## src/rtl/uart_tx_arbiter.sv

```systemverilog
// Round-robin arbiter that feeds words from several requesters into a single uart_tx,
// keeping at most one word in flight and flagging transmitters that never accept a send.
module uart_tx_arbiter #(
  parameter int p_NUM_REQ     = 4,
  parameter int p_WORD_LEN    = 8,
  parameter int p_ACC_TIMEOUT = 16
) (
  input  logic                              i_clk,
  input  logic                              i_rst_n,
  input  logic [p_NUM_REQ-1:0]              i_req,
  input  logic [p_NUM_REQ*p_WORD_LEN-1:0]   i_req_data,
  output logic [p_NUM_REQ-1:0]              o_ack,
  output logic                              o_send_en,
  output logic [p_WORD_LEN-1:0]             o_send_data,
  input  logic                              i_send_rdy,
  output logic [2:0]                        o_grant_id,
  output logic                              o_busy,
  output logic                              o_err
);

  localparam int                   CNT_W     = $clog2(p_ACC_TIMEOUT) + 1;
  localparam logic [CNT_W-1:0]     CNT_LAST  = CNT_W'(p_ACC_TIMEOUT - 1);
  localparam logic [p_NUM_REQ-1:0] ACK_ONE   = p_NUM_REQ'(1);
  localparam logic [2:0]           LAST_INIT = 3'(p_NUM_REQ - 1);

  typedef enum logic [1:0] {
    S_IDLE,
    S_SEND,
    S_WAIT_ACC,
    S_WAIT_DONE
  } state_t;

  state_t                  state_reg, state_next;
  logic [p_WORD_LEN-1:0]   send_data_reg, send_data_next;
  logic [2:0]              grant_id_reg, grant_id_next;
  logic [2:0]              last_grant_reg, last_grant_next;
  logic [CNT_W-1:0]        cnt_reg, cnt_next;
  logic [p_NUM_REQ-1:0]    ack_reg, ack_next;
  logic                    send_en_reg, send_en_next;
  logic                    err_reg, err_next;

  logic [p_WORD_LEN-1:0]   word [p_NUM_REQ];

  genvar gi;
  generate
    for (gi = 0; gi < p_NUM_REQ; gi++) begin : g_word
      assign word[gi] = i_req_data[gi*p_WORD_LEN +: p_WORD_LEN];
    end
  endgenerate

  // Round robin: lowest requester above last_grant wins, otherwise wrap to the lowest overall.
  logic                    any_req, found_hi;
  logic [2:0]              win_lo, win_hi, winner;
  logic [p_WORD_LEN-1:0]   data_lo, data_hi, win_data;

  always_comb begin
    any_req  = 1'b0;
    found_hi = 1'b0;
    win_lo   = '0;
    win_hi   = '0;
    data_lo  = '0;
    data_hi  = '0;
    for (int k = p_NUM_REQ - 1; k >= 0; k--) begin
      if (i_req[k]) begin
        any_req = 1'b1;
        win_lo  = 3'(k);
        data_lo = word[k];
        if (k > int'(last_grant_reg)) begin
          found_hi = 1'b1;
          win_hi   = 3'(k);
          data_hi  = word[k];
        end
      end
    end
    winner   = found_hi ? win_hi : win_lo;
    win_data = found_hi ? data_hi : data_lo;
  end

  always_comb begin
    state_next      = state_reg;
    send_data_next  = send_data_reg;
    grant_id_next   = grant_id_reg;
    last_grant_next = last_grant_reg;
    cnt_next        = cnt_reg;
    ack_next        = '0;
    send_en_next    = 1'b0;
    err_next        = 1'b0;

    case (state_reg)
      S_IDLE: begin
        if (i_send_rdy && any_req) begin
          send_data_next = win_data;
          grant_id_next  = winner;
          ack_next       = ACK_ONE << winner;
          state_next     = S_SEND;
        end
      end
      S_SEND: begin
        send_en_next = 1'b1;
        cnt_next     = '0;
        state_next   = S_WAIT_ACC;
      end
      S_WAIT_ACC: begin
        if (!i_send_rdy) begin
          state_next = S_WAIT_DONE;
        end else if (cnt_reg >= CNT_LAST) begin
          // A dropped word still consumes its turn so rotation moves on to the next requester.
          err_next        = 1'b1;
          last_grant_next = grant_id_reg;
          state_next      = S_IDLE;
        end else if (cnt_reg != '1) begin
          cnt_next = cnt_reg + 1'b1;
        end
      end
      S_WAIT_DONE: begin
        if (i_send_rdy) begin
          last_grant_next = grant_id_reg;
          state_next      = S_IDLE;
        end
      end
      default: state_next = S_IDLE;
    endcase
  end

  always_ff @(posedge i_clk) begin
    if (!i_rst_n) begin
      state_reg      <= S_IDLE;
      send_data_reg  <= '0;
      grant_id_reg   <= '0;
      last_grant_reg <= LAST_INIT;
      cnt_reg        <= '0;
      ack_reg        <= '0;
      send_en_reg    <= 1'b0;
      err_reg        <= 1'b0;
    end else begin
      state_reg      <= state_next;
      send_data_reg  <= send_data_next;
      grant_id_reg   <= grant_id_next;
      last_grant_reg <= last_grant_next;
      cnt_reg        <= cnt_next;
      ack_reg        <= ack_next;
      send_en_reg    <= send_en_next;
      err_reg        <= err_next;
    end
  end

  assign o_ack       = ack_reg;
  assign o_send_en   = send_en_reg;
  assign o_send_data = send_data_reg;
  assign o_grant_id  = grant_id_reg;
  assign o_err       = err_reg;
  assign o_busy      = (state_reg != S_IDLE);

endmodule

```

## config.mk

```make
export PLATFORM = sky130hd
export DESIGN_NAME = uart_tx_arbiter
export DESIGN_NICKNAME = d
export VERILOG_FILES = /design/src/rtl/uart_tx_arbiter.sv
export SDC_FILE = /design/constraint.sdc
export NUM_CORES = 1
export LEC_CHECK = 0
export CAP_MARGIN = 15
export CORE_MARGIN = 2
export CORE_UTILIZATION = 42
export CTS_BUF_LIST = sky130_fd_sc_hd__clkbuf_8
export CTS_CLUSTER_DIAMETER = 120
export DETAILED_ROUTE_END_ITERATION = 6
export PLACE_DENSITY_LB_ADDON = 0.3
export SKIP_CTS_REPAIR_TIMING = 1
export SYNTH_ARGS = -nofsm -noshare
export SYNTH_HDL_FRONTEND = slang
export SYNTH_SLANG_ARGS = --single-unit
```

## constraint.sdc

```tcl
create_clock -name i_clk -period 2.05 [get_ports i_clk]
set_clock_uncertainty 0.15 [all_clocks]
set_input_delay 0.3075 -clock i_clk [delete_from_list [all_inputs] [get_ports i_clk]]
set_output_delay 0.3075 -clock i_clk [all_outputs]
set_load 0.02 [all_outputs]
```

==> summary.txt <==
endpoints failing setup -> 0
via count -> 1,741
ranking of synthesized cells by area -> dfxtp_1 31%, nand2_1 6.0%, nor2_1 5.0%, o22ai_1 5.0%, a21oi_1 3.4%
die area -> 0.00441 sq mm
critical path's slowest cell -> dfxtp_2
TritonCTS clock tree -> done
P per Cell Area -> 490 mW/mm^2
synth warn -> 0
HP Class -> reg2reg
post-synthesis async set-or-reset flop share -> 0%
Routed WL -> 4020 microns
n_diodes -> 0
Post-synth top flop -> dfxtp_1
Netlist cell types -> 50
Gate Count Post-Synth -> 210
die span in x -> 66.4 microns
cell mode on critical path -> ha_2
DRC errors left -> 0
first-pass iteration count of the detailed router -> 4
Max Transition Viols Final -> 0
total core area -> 0.00372 sq mm
Num Clock Sinks -> 25
first-pass GRT wire length -> 6710 microns
Leakage Power -> 0.000888 uW
hold_ws -> 323 ps
design area -> 0.00241 sq mm
GRT Total Usage -> 19.0%
routability cong. -> 0.817
CP peak stage delay -> 340 ps
I/O Pins -> 57
Hold Fails Final Rpt -> 0
cell taking the most area after synthesis -> dfxtp_1
pin count of the biggest net entering global routing -> 22
top-count cell post-synth -> nand2_1
f_max -> 0.510 GHz
Nets -> 320
CTS buffer count -> 3
Vias/cell -> 5.36
Port Buffers -> 55
share of the yosys chip area belonging to registers -> 30.6%
vias in the first global route -> 1,576
max FFs per register -> 8
dpl hpwl -> 3290 microns
synth cell count leaders -> 26 x nand2_1, 25 x dfxtp_1, 22 x nor2_1
Period minus WS final -> 1960 ps
Routed WL per cell -> 12.4 microns
synthesized area per cell -> 7.79 sq um
DIE HEIGHT -> 66.4 microns
H-tree depth -> 1
VDD IR max -> 242 uV
ratio of final minimum period to clock period -> 95.7%
Worst setup SP type -> register
clock buffer depth -> 2
Syn Nets -> 252
CTS clk-pin slew, worst paths -> 80 ps
Mapped Area -> 0.00164 sq mm
Syn-to-layout area delta -> 47.7%
Synth top area share -> 30.6%
crit path capture type -> register
row count -> 22
Overflow after GRT -> 0
FF+latch count, synth -> 25
initial antenna violation count -> 0
path type of the worst setup path -> reg2reg
clk_lat worst skew -> 270 ps
status -> complete, no violations
Placed Area -> 0.00233 sq mm
WP data arrival -> 2020 ps
worst-path cell chain -> ha_2, and3_4, ha_2, nor4bb_2, nand3_1, buf_6, mux2_2, nor2_1
Worst EP required -> 2110 ps
initial core utilization -> 44.0%
Post-synth EDFFs -> 0
Clock Root Buffer -> clkbuf_8
Starting DRT DRC Count -> 72
Max-Cap Viols -> 0
worst-path maximum fanout -> 6
share of layout cells above drive strength 1 -> 15.9%
Routed Antenna Nets -> 0
## per-stage QoR
stage / TNS (ps) / util, % / power [uW] / worst slack [ps] / std cells
CTS: -47.9 / 64.0 / 1190 / -26.1 / 324
detailed placement: -161 / 62.8 / 906 / -40.6 / 320
global placement: -86.4 / 62.8 / 901 / -24.7 / 320
floorplan: 0 / - / 723 / 144 / 210
finish: 0 / 65.0 / 1180 / 88.0 / 325
global route: -2.56 / 65.0 / 1240 / -2.56 / 325
## layout make-up
| type | count | area (sq um) |
|---|---|---|
| Timing Repair Buffer | 75 | 717 |
| Fill cell | 351 | 1300 |
| Tap cell | 48 | 60.1 |
| Multi-Input combinational cell | 163 | 1050 |
| Clock inverter | 1 | 5.00 |
| Inverter | 10 | 37.5 |
| Clock buffer | 3 | 41.3 |
| Sequential cell | 25 | 503 |
## cells by family (layout without fill, tap and decap cells)
kind of cell,Yosys count,count (layout),share of synthesized area (%)
muxes,4,4,2.52
AOI/OAI and AO/OA,62,62,27.4
adders and majority gates,3,3,2.30
DFF,25,25,30.6
and+or+nand+nor,93,93,30.5
buffers and inverters,22,89,6.50
other,1,1,0.229
## report_power, final
group | total (uW) | internal (uW) | leakage, uW | switching [uW]
clock | 285 | 136 | 0.0000255 | 149
sequential | 535 | 514 | 0.000205 | 20.7
combinational | 364 | 198 | 0.000658 | 165
total | 1180 | 848 | 0.000888 | 335
## layout by cell type, fill, tap and decap left out, types with 2 or more instances in the layout
cell type / instances
a31oi_1: 4
nand2_1: 26
o311ai_0: 4
nand2b_1: 4
dfxtp_1: 23
nor2b_1: 6
a221oi_1: 3
a21oi_2: 3
nand3b_1: 5
inv_1: 9
nand3_1: 2
or3b_4: 2
nand4_1: 2
nor3_1: 3
and2b_1: 2
nor2_1: 22
nor3b_1: 2
clkbuf_8: 3
mux2i_1: 3
a21oi_1: 11
or2_2: 2
o22ai_1: 13
or4_1: 3
a2111oi_0: 5
o21ai_0: 5
clkdlybuf4s50_1: 55
dfxtp_2: 2
buf_4: 18
and2_1: 3
ha_2: 2
a311oi_1: 5
## final timing paths
path,cells past startpoint,startpoint,slack (ps),to
max,8,cnt_reg[1],90,cnt_reg[0]
min,2,o_send_data[4],320,o_send_data[4]
max reg2reg,8,cnt_reg[1],90,cnt_reg[0]
min reg2reg,2,o_send_data[4],320,o_send_data[4]
## worst max-delay path, delay by kind of cell, from the launching register on
| kind | cells | cell delay (ps) |
|---|---|---|
| AND/OR/NAND/NOR | 4 | 660 |
| adder cells (fa/ha/maj) | 2 | 340 |
| buffers and inverters | 1 | 150 |
| flip-flops | 1 | 340 |
| multiplexers | 1 | 260 |
## metal layers
layer | vias up | part of all wire, % | global-route usage, %
li1 | 909 | - | -
met1 | 780 | 47 | 25.4
met2 | 48 | 48 | 31.6
met3 | 4 | 3.9 | 1.36
met4 | 0 | 1.4 | 7.40
met5 | - | 0 | 0
Note: power is estimated with default switching activity, not from simulation.
